<file path="config.mk">
export PLATFORM = sky130hd
export DESIGN_NAME = id_ex_pipe
export DESIGN_NICKNAME = d
export VERILOG_FILES = /design/src/rtl/id_ex_pipe_pkg.sv /design/src/rtl/id_ex_pipe_loaduse_detect.sv /design/src/rtl/id_ex_pipe.sv
export SDC_FILE = /design/constraint.sdc
export NUM_CORES = 1
export LEC_CHECK = 0
export CAP_MARGIN = 30
export CORE_MARGIN = 2
export CORE_UTILIZATION = 41
export DETAILED_ROUTE_END_ITERATION = 8
export HOLD_SLACK_MARGIN = 0.03
export PLACE_DENSITY = 0.8
export RECOVER_POWER = 100
export SLEW_MARGIN = 5
export SYNTH_ARGS = -nofsm -noshare
export SYNTH_HDL_FRONTEND = slang
export SYNTH_SLANG_ARGS = --single-unit
</file>
<file path="constraint.sdc">
create_clock -name clk -period 1.87 [get_ports clk]
set_clock_uncertainty 0.1 [all_clocks]
set_input_delay 0.187 -clock clk [delete_from_list [all_inputs] [get_ports clk]]
set_output_delay 0.187 -clock clk [all_outputs]
set_load 0.05 [all_outputs]
</file>
<file path="src/rtl/id_ex_pipe_pkg.sv">
// Shared widths and the bubble control encoding for the ID/EX pipeline register.
// Used by id_ex_pipe and loaduse_detect.
package id_ex_pipe_pkg;

  localparam int XLEN       = 32;
  localparam int REG_ADDR_W = 5;
  localparam int CTRL_W     = 16;

  // All-zero control bundle: no writeback, no memory access, no side effects.
  localparam logic [CTRL_W-1:0] CTRL_NOP = '0;

endpackage

</file>
<file path="src/rtl/id_ex_pipe_loaduse_detect.sv">
// Load-use comparator: flags an ID instruction that reads the rd of a load now in EX.
// Purely combinational so it can be reused by a later-stage interlock.
module loaduse_detect
  import id_ex_pipe_pkg::*;
(
  input  logic                  ex_valid,
  input  logic                  ex_mem_rd,
  input  logic [REG_ADDR_W-1:0] ex_rd,
  input  logic                  id_valid,
  input  logic                  id_uses_rs1,
  input  logic [REG_ADDR_W-1:0] id_rs1_addr,
  input  logic                  id_uses_rs2,
  input  logic [REG_ADDR_W-1:0] id_rs2_addr,
  output logic                  load_use
);

  logic rs1_hit;
  logic rs2_hit;

  // x0 is hardwired zero, so a load targeting it never creates a dependency.
  assign rs1_hit  = id_uses_rs1 && (id_rs1_addr == ex_rd);
  assign rs2_hit  = id_uses_rs2 && (id_rs2_addr == ex_rd);
  assign load_use = ex_valid && ex_mem_rd && (ex_rd != '0) && id_valid && (rs1_hit || rs2_hit);

endmodule

</file>
<file path="src/rtl/id_ex_pipe.sv">
// ID/EX pipeline register with load-use interlock, branch flush and MEM back-pressure hold.
// Optional macro IDEX_PERF_EN adds saturating load-use and flush event counters.
module id_ex_pipe
  import id_ex_pipe_pkg::XLEN, id_ex_pipe_pkg::REG_ADDR_W;
#(
  parameter int              CTRL_W   = id_ex_pipe_pkg::CTRL_W,
  parameter logic [XLEN-1:0] RESET_PC = 32'h0000_0000
) (
  input  logic                  clk,
  input  logic                  rst,
  input  logic                  id_valid,
  input  logic [XLEN-1:0]       id_pc,
  input  logic [REG_ADDR_W-1:0] id_rs1_addr,
  input  logic [REG_ADDR_W-1:0] id_rs2_addr,
  input  logic                  id_uses_rs1,
  input  logic                  id_uses_rs2,
  input  logic [XLEN-1:0]       id_rs1_val,
  input  logic [XLEN-1:0]       id_rs2_val,
  input  logic [REG_ADDR_W-1:0] id_rd,
  input  logic                  id_wb_en,
  input  logic                  id_mem_rd,
  input  logic [CTRL_W-1:0]     id_ctrl,
  input  logic                  flush,
  input  logic                  mem_wait,
  output logic                  ex_valid,
  output logic [XLEN-1:0]       ex_pc,
  output logic [REG_ADDR_W-1:0] ex_rs1_addr,
  output logic [REG_ADDR_W-1:0] ex_rs2_addr,
  output logic [XLEN-1:0]       ex_rs1_val,
  output logic [XLEN-1:0]       ex_rs2_val,
  output logic [REG_ADDR_W-1:0] ex_rd,
  output logic                  ex_wb_en,
  output logic                  ex_mem_rd,
  output logic [CTRL_W-1:0]     ex_ctrl,
`ifdef IDEX_PERF_EN
  output logic [31:0]           perf_lu_cnt,
  output logic [31:0]           perf_flush_cnt,
`endif
  output logic                  stall_id
);

  localparam logic [CTRL_W-1:0] BUBBLE_CTRL = CTRL_W'(id_ex_pipe_pkg::CTRL_NOP);

  logic load_use;
  logic load_bubble;

  loaduse_detect u_loaduse_detect (
    .ex_valid    (ex_valid),
    .ex_mem_rd   (ex_mem_rd),
    .ex_rd       (ex_rd),
    .id_valid    (id_valid),
    .id_uses_rs1 (id_uses_rs1),
    .id_rs1_addr (id_rs1_addr),
    .id_uses_rs2 (id_uses_rs2),
    .id_rs2_addr (id_rs2_addr),
    .load_use    (load_use)
  );

  // Flush wins over everything; mem_wait freezes EX even when a load-use is pending.
  assign stall_id    = !rst && !flush && (mem_wait || load_use);
  assign load_bubble = rst || flush || (!mem_wait && load_use);

  always_ff @(posedge clk) begin
    if (load_bubble) begin
      ex_valid    <= 1'b0;
      ex_pc       <= RESET_PC;
      ex_rs1_addr <= '0;
      ex_rs2_addr <= '0;
      ex_rs1_val  <= '0;
      ex_rs2_val  <= '0;
      ex_rd       <= '0;
      ex_wb_en    <= 1'b0;
      ex_mem_rd   <= 1'b0;
      ex_ctrl     <= BUBBLE_CTRL;
    end else if (!mem_wait) begin
      ex_valid    <= id_valid;
      ex_pc       <= id_pc;
      ex_rs1_addr <= id_rs1_addr;
      ex_rs2_addr <= id_rs2_addr;
      ex_rs1_val  <= id_rs1_val;
      ex_rs2_val  <= id_rs2_val;
      ex_rd       <= id_rd;
      ex_wb_en    <= id_valid && id_wb_en;
      ex_mem_rd   <= id_valid && id_mem_rd;
      ex_ctrl     <= id_valid ? id_ctrl : BUBBLE_CTRL;
    end
  end

`ifdef IDEX_PERF_EN
  always_ff @(posedge clk) begin
    if (rst) begin
      perf_lu_cnt    <= '0;
      perf_flush_cnt <= '0;
    end else begin
      if (flush && (perf_flush_cnt != 32'hFFFF_FFFF)) begin
        perf_flush_cnt <= perf_flush_cnt + 32'd1;
      end
      if (load_use && !flush && !mem_wait && (perf_lu_cnt != 32'hFFFF_FFFF)) begin
        perf_lu_cnt <= perf_lu_cnt + 32'd1;
      end
    end
  end
`endif

endmodule
</file>
==> impl_metrics.yaml, run 1 <==
run_status:
  status: "finished, violations left"
  violations: "setup timing"
floorplanning:
  die_x_um: 119.8
  start_util_pct: 41.67
  ios: 267
  fp.dieH_um: 119.8
  core_um2: 13190
  die_area_um2: 14350
  rows: 42
cells_and_area:
  final_cell_mix: "clkdlybuf4s50_1, dfxtp_1, nand2_1, o21ai_1, clkbuf_1"
  drive_above_1_share_pct: 14.99
  design_area_um2: 9320
  regArea_um2: 2621
  final_common_cell: "clkdlybuf4s50_1"
  n_antenna_cell: 0
  multi_input_area_um2: 2824
  nFillCells: 1004
  num-nets-final: 1031
  area_delta_synth_final_pct: 69.57
timing:
  rsz0062_at_grt: "true"
  final.setup.worst_slack_ns: -0.3363
  finalSetupViolCount: 131
  fmax_ghz: 0.4532
  finalCritPeriodShare_pct: 118.0
  fin_setup_tns_ns: -18.94
  maxSlewViolCount: 0
  worst_pin_slew_ns: 0.6954
  relSlewSlack_pct: 53.84
  finalCriticalPeriod_ns: 2.206
  final_hold_viol_count: 0
synthesis:
  synth-compound-area-share_pct: 33.96
  syn-cell-area_um2: 5497
  synth_edf_count: 0
  yosysSeqAreaShare_pct: 47.35
  synthSimpleGateAreaFrac_pct: 10.74
  synthAdderAreaFrac_pct: 0
  synthArstFlopShare_pct: 0
  synth_top_flop_cell: "dfxtp_1"
  synthXorXnorAreaFrac_pct: 1.593
  yosysWarnings: 0
  postSynthAreaPerCell_um2: 8.937
  synthCells: 615
  yosys_register_bits: 130
  synth_top_family_by_area: "compound AO/OA/AOI/OAI gates"
  synthesis.nets: 751
  ys_types: 24
  synthMuxAreaShare_pct: 0
clock_tree:
  cts_buffer_depth: 2
  hold_buffers: 0
  cts_buffers: 17
  clkSinkCount: 130
  root_buffer: "clkbuf_16"
  cts_tree: "done"
  clk_pin_slew_ns: 0.05
  clkLatencyLatePin_ns: 0.41
  cts.htree.levels: 4
place:
  gp_congestion: 0.8567
  dpl.hpwl_um: 13290
  port_buffers: 266
  post_dp_cell_area_um2: 8546
power:
  power_density_nw_per_um2: 850.4
  ir_worst_vdd_mv: 0.5994
  power.total_mw: 7.926
  p_leak_nw: 3.691
grt:
  grt_pass1_wl_um: 31300
  gr-usage-met3_pct: 7.985
  globalRoute.totalOverflow: 0
  grtUsageTotal_pct: 27.44
  grt_busiest_layer: "met2"
  use_met2_pct: 46.32
  use_met1_pct: 31.61
  antenna_found_initial: 0
  grt_max_degree: 71
  grt_pass1_vias: 6025
setup_path:
  critical_path_required_ns: 1.58
  regToRegSetupSlack_ns: -0.24
  cp_max_fo: 3
  worst_ep_arrival_time_ns: 1.92
  setup.worst_path.end_class: "primary output"
  crit_type: "reg -> out"
  startpoint_type: "flop"
detailed_routing:
  ant_nets: 0
  vias: 6308
  routed_wl_um: 21670
  drt_iter0_markers: 545
  viasPerCell: 5.825
  drtPass1Iterations: 5
  drcViolationCount: 0
  routedWlPerCell_um: 20.01
min_path:
  hp-class: "in -> reg"
flow_run:
  maxCapViolations: 0
final cells by class:
cell class              instances  share of cell area (%)
clock buffers                  28                   5.880
clock inverters                 3                  0.4296
well taps                     176                   2.363
repair buffers                332                   32.90
flip-flops and latches        130                   28.12
multi-input cells             414                   30.30
timing repair:
action | 4_1_cts | 5_1_grt
pin swaps | 97 | 26
cloned | 9 | 5
gates resized for setup | 73 | 127
endpoints found under the setup margin | 88 | 201
setup buffers | 16 | 9
critical path: stages, from the launching register on:
cell,delay (ns)
dfxtp_4,0.36
xnor2_1,0.23
nand4_1,0.17
o22a_2,0.27
o41ai_4,0.29
buf_12,0.19
power breakdown:
| part | switching (mW) | leakage [nW] | internal (mW) |
|---|---|---|---|
| logic | 1.03 | 2.33 | 0.588 |
| clock network | 1.15 | 0.292 | 2.11 |
| registers | 0.108 | 1.07 | 2.94 |
| total | 2.29 | 3.69 | 5.64 |
registers in the layout (all words and copies together) (netlist names), 5 cells and up:
register and count:
ex_ctrl 16, ex_rd 5, ex_rs1_val 32, ex_rs2_val 32, ex_pc 32, ex_rs2_addr 5
ex_rs1_addr 5
kinds of logic (layout without fill, tap and decap cells):
logic type,Yosys count,count (layout)
AOI/OAI and AO/OA,264,264
and+or+nand+nor,140,140
DFF,130,130
buffers and inverters,71,363
xor gates and xnor gates,10,10
synth_stat cells, types with 2 or more instances:
cell	n	share of area, %
dfxtp_1	130	47
nand2_1	115	7.9
a32oi_1	112	18
o21ai_1	90	8.2
clkbuf_1	50	3.4
o21ai_0	22	2.0
and3_1	19	2.2
a21o_1	18	2.5
a22o_1	18	2.9
xnor2_1	10	1.6
buf_6	9	1.8
buf_2	6	0.55
clkbuf_2	3	0.27
buf_1	2	0.14
nand4_1	2	0.23
through the flow:
stage / utilization, % / hold slack, ns / std cells / setup slack (ns)
2_1_floorplan: - / 0.2094 / 615 / -0.1797
3_3_place_gp: 64.79 / 0.3468 / 1023 / -0.3084
3_5_place_dp: 64.79 / 0.3552 / 1023 / -0.3421
4_1_cts: 72.71 / 0.2346 / 1079 / -0.3198
5_1_grt: 70.66 / 0.2397 / 1083 / -0.4025
6_report: 70.66 / 0.2524 / 1083 / -0.3363
worst paths after layout:
path | from | to | depth (start not counted)
setup / recovery | ex_rd[4] | stall_id | 5
hold / removal | id_rs1_val[22] | ex_rs1_val[22] | 3
setup reg to reg | ex_rd[2] | ex_pc[24] | 10
hold reg to reg | ex_pc[15] | ex_pc[15] | 2
routing by layer:
metal  vias up  share of wire [%]
met4         0                3.3
li1       2911                  -
met5         -                  0
met3        58                7.7
met1      3034                 38
met2       305                 51
Note: power is estimated with default switching activity, not from simulation.
==> run 2: changes to the inputs <==
--- a/config.mk
+++ b/config.mk
@@ -11,7 +11,7 @@
 export DETAILED_ROUTE_END_ITERATION = 8
 export HOLD_SLACK_MARGIN = 0.03
 export PLACE_DENSITY = 0.8
-export RECOVER_POWER = 100
+export RECOVER_POWER = 50
 export SLEW_MARGIN = 5
 export SYNTH_ARGS = -nofsm -noshare
 export SYNTH_HDL_FRONTEND = slang
==> constraint.sdc (replaced) <==
create_clock -name clk -period 1.87 [get_ports clk]
set_clock_uncertainty 0.1 [all_clocks]
set_input_delay 0.374 -clock clk [delete_from_list [all_inputs] [get_ports clk]]
set_output_delay 0.374 -clock clk [all_outputs]
set_load 0.05 [all_outputs]
==> impl_metrics.yaml, run 2 (synthesis results as in run 1) <==
setup_path:
  critical_path_required_ns: 1.40
  worst_ep_arrival_time_ns: 2.00
  startpoint_type: "flop"
  crit_type: "reg -> out"
  critical_path.startpoint: "ex_rd[1]"
  cp_max_fo: 4
  r2r-start: "ex_rd[4]"
  setup.worst_path.end_class: "primary output"
place:
  dp_slack_ns: -0.7268
  gp_congestion: 0.8829
  port_buffers: 266
  dpl.hpwl_um: 13520
timing:
  worst_pin_slew_ns: 0.6347
  final_hold_viol_count: 0
  relSlewSlack_pct: 57.87
  finalCriticalPeriod_ns: 2.474
  fmax_ghz: 0.4042
  maxSlewViolCount: 0
  final.setup.worst_slack_ns: -0.6039
  finalCritPeriodShare_pct: 132.3
  finalSetupViolCount: 130
  rsz0062_at_grt: "true"
  fin_setup_tns_ns: -33.89
cells_and_area:
  n_antenna_cell: 0
  drive_above_1_share_pct: 34.49
  nFillCells: 946
  num-nets-final: 1045
  final_cell_mix: "clkdlybuf4s50_1, dfxtp_1, nand2_1, a32oi_1, buf_4"
  utilization_pct: 73.23
  area_delta_synth_final_pct: 75.73
  reg.largest.list: "ex_pc x32, ex_rs1_val x32, ex_rs2_val x32"
  multi_input_area_um2: 3004
  regArea_um2: 2621
  final_common_cell: "clkdlybuf4s50_1"
floorplanning:
  die_area_um2: 14350
  start_util_pct: 41.67
  ios: 267
  core_um2: 13190
  fp.dieH_um: 119.8
  rows: 42
  die_x_um: 119.8
power:
  p_leak_nw: 4.019
  p_sw_mw: 2.397
  power.total_mw: 8.377
  power_density_nw_per_um2: 867.2
  combinationalPowerShare_pct: 21.6
  clkPwrFrac_pct: 42.0
  ir_worst_vdd_mv: 0.5561
  p_sw_share_pct: 28.61
  intPower_mw: 5.980
  seqPwrFrac_pct: 36.4
grt:
  grt_pass1_vias: 6165
  grt_max_degree: 58
  grt_pass1_wl_um: 30520
  globalRoute.totalOverflow: 0
  antenna_found_initial: 0
  grtUsageTotal_pct: 26.31
clock_tree:
  cts_tree: "done"
  cts.htree.levels: 4
  root_buffer: "clkbuf_16"
  hold_buffers: 0
  cts_buffer_depth: 2
  clkSinkCount: 130
  clk_pin_slew_ns: 0.06
  clkLatencyLatePin_ns: 0.41
  cts_buffers: 17
flow_run:
  maxCapViolations: 0
min_path:
  hp-start: "id_rs1_addr[1]"
  hp-class: "in -> reg"
detailed_routing:
  drtPass1Iterations: 5
  routed_wl_um: 21310
  viasPerCell: 5.885
  vias: 6462
  routedWlPerCell_um: 19.40
  drt_iter0_markers: 452
  drcViolationCount: 0
  ant_nets: 0
run_status:
  violations: "setup timing"
  status: "finished, violations left"
[run 2: changes by cell type in the layout (fill, tap and decap cells not counted), moves of 28 or more]
cell             previous run  this run
buf_4                      23       103
a32oi_1                    84       112
clkbuf_1                   89        34
o21ai_1                   112        21
o21ai_2                     0        90
clkbuf_2                    0        32
a32oi_2                    28         0
clkdlybuf4s50_1           154       126
[run 2: layer usage]
| layer | up-vias | wire length, um | track usage (%) |
|---|---|---|---|
| met5 | - | 0 | 0 |
| met4 | 0 | 922 | 14.41 |
| met3 | 74 | 1403 | 7.272 |
| met2 | 321 | 10830 | 44.68 |
| met1 | 3121 | 8149 | 29.88 |
| li1 | 2946 | - | - |
[run 2: worst paths after layout]
path / endpoint / slack (ns) / cells past startpoint
max reg2reg: ex_rs1_val[13] / -0.34 / 12
min: ex_rs1_addr[1] / 0.32 / 3
max: stall_id / -0.60 / 5
min reg2reg: ex_pc[30] / 0.37 / 2
[run 2: per-stage QoR]
step | area (um^2) | instances | hold slack, ns
after CTS | 9264 | 1088 | 0.2907
after global routing | 9659 | 1098 | 0.3221
after global placement | 8408 | 1046 | 0.3481
final | 9659 | 1098 | 0.3213
after detailed placement | 8408 | 1046 | 0.3592
after floorplan | 5540 | 615 | 0.3964
[run 2: worst max-delay path, cell delays in order, from the launching register on]
cell     delay, ns
dfxtp_4       0.37
xnor2_2       0.19
nand4_1       0.18
o22a_2        0.31
o41ai_4       0.35
buf_12        0.18
[run 2: layout make-up]
class,count,share of cell area [%]
clock buffers,24,5.311
multi-input cells,414,31.10
repair buffers,346,32.93
flip-flops and latches,130,27.14
well taps,176,2.280
clock inverters,8,1.244
[run 2: power by group through the flow]
stage                     logic (mW)  clock network, mW  registers, mW
after global placement          1.65                  0           3.09
after floorplan                0.313                  0           3.66
after CTS                       1.73               3.56           3.04
final                           1.81               3.52           3.05
after global routing            1.89               3.68           3.06
after detailed placement        1.68                  0           3.09
[run 2: repair_timing]
| item | CTS | global route |
|---|---|---|
| gates resized for setup | 56 | 102 |
| pin swaps | 30 | 74 |
| endpoints found under the setup margin | 125 | 131 |
| cloned | 2 | 9 |
| setup buffers | 19 | 4 |
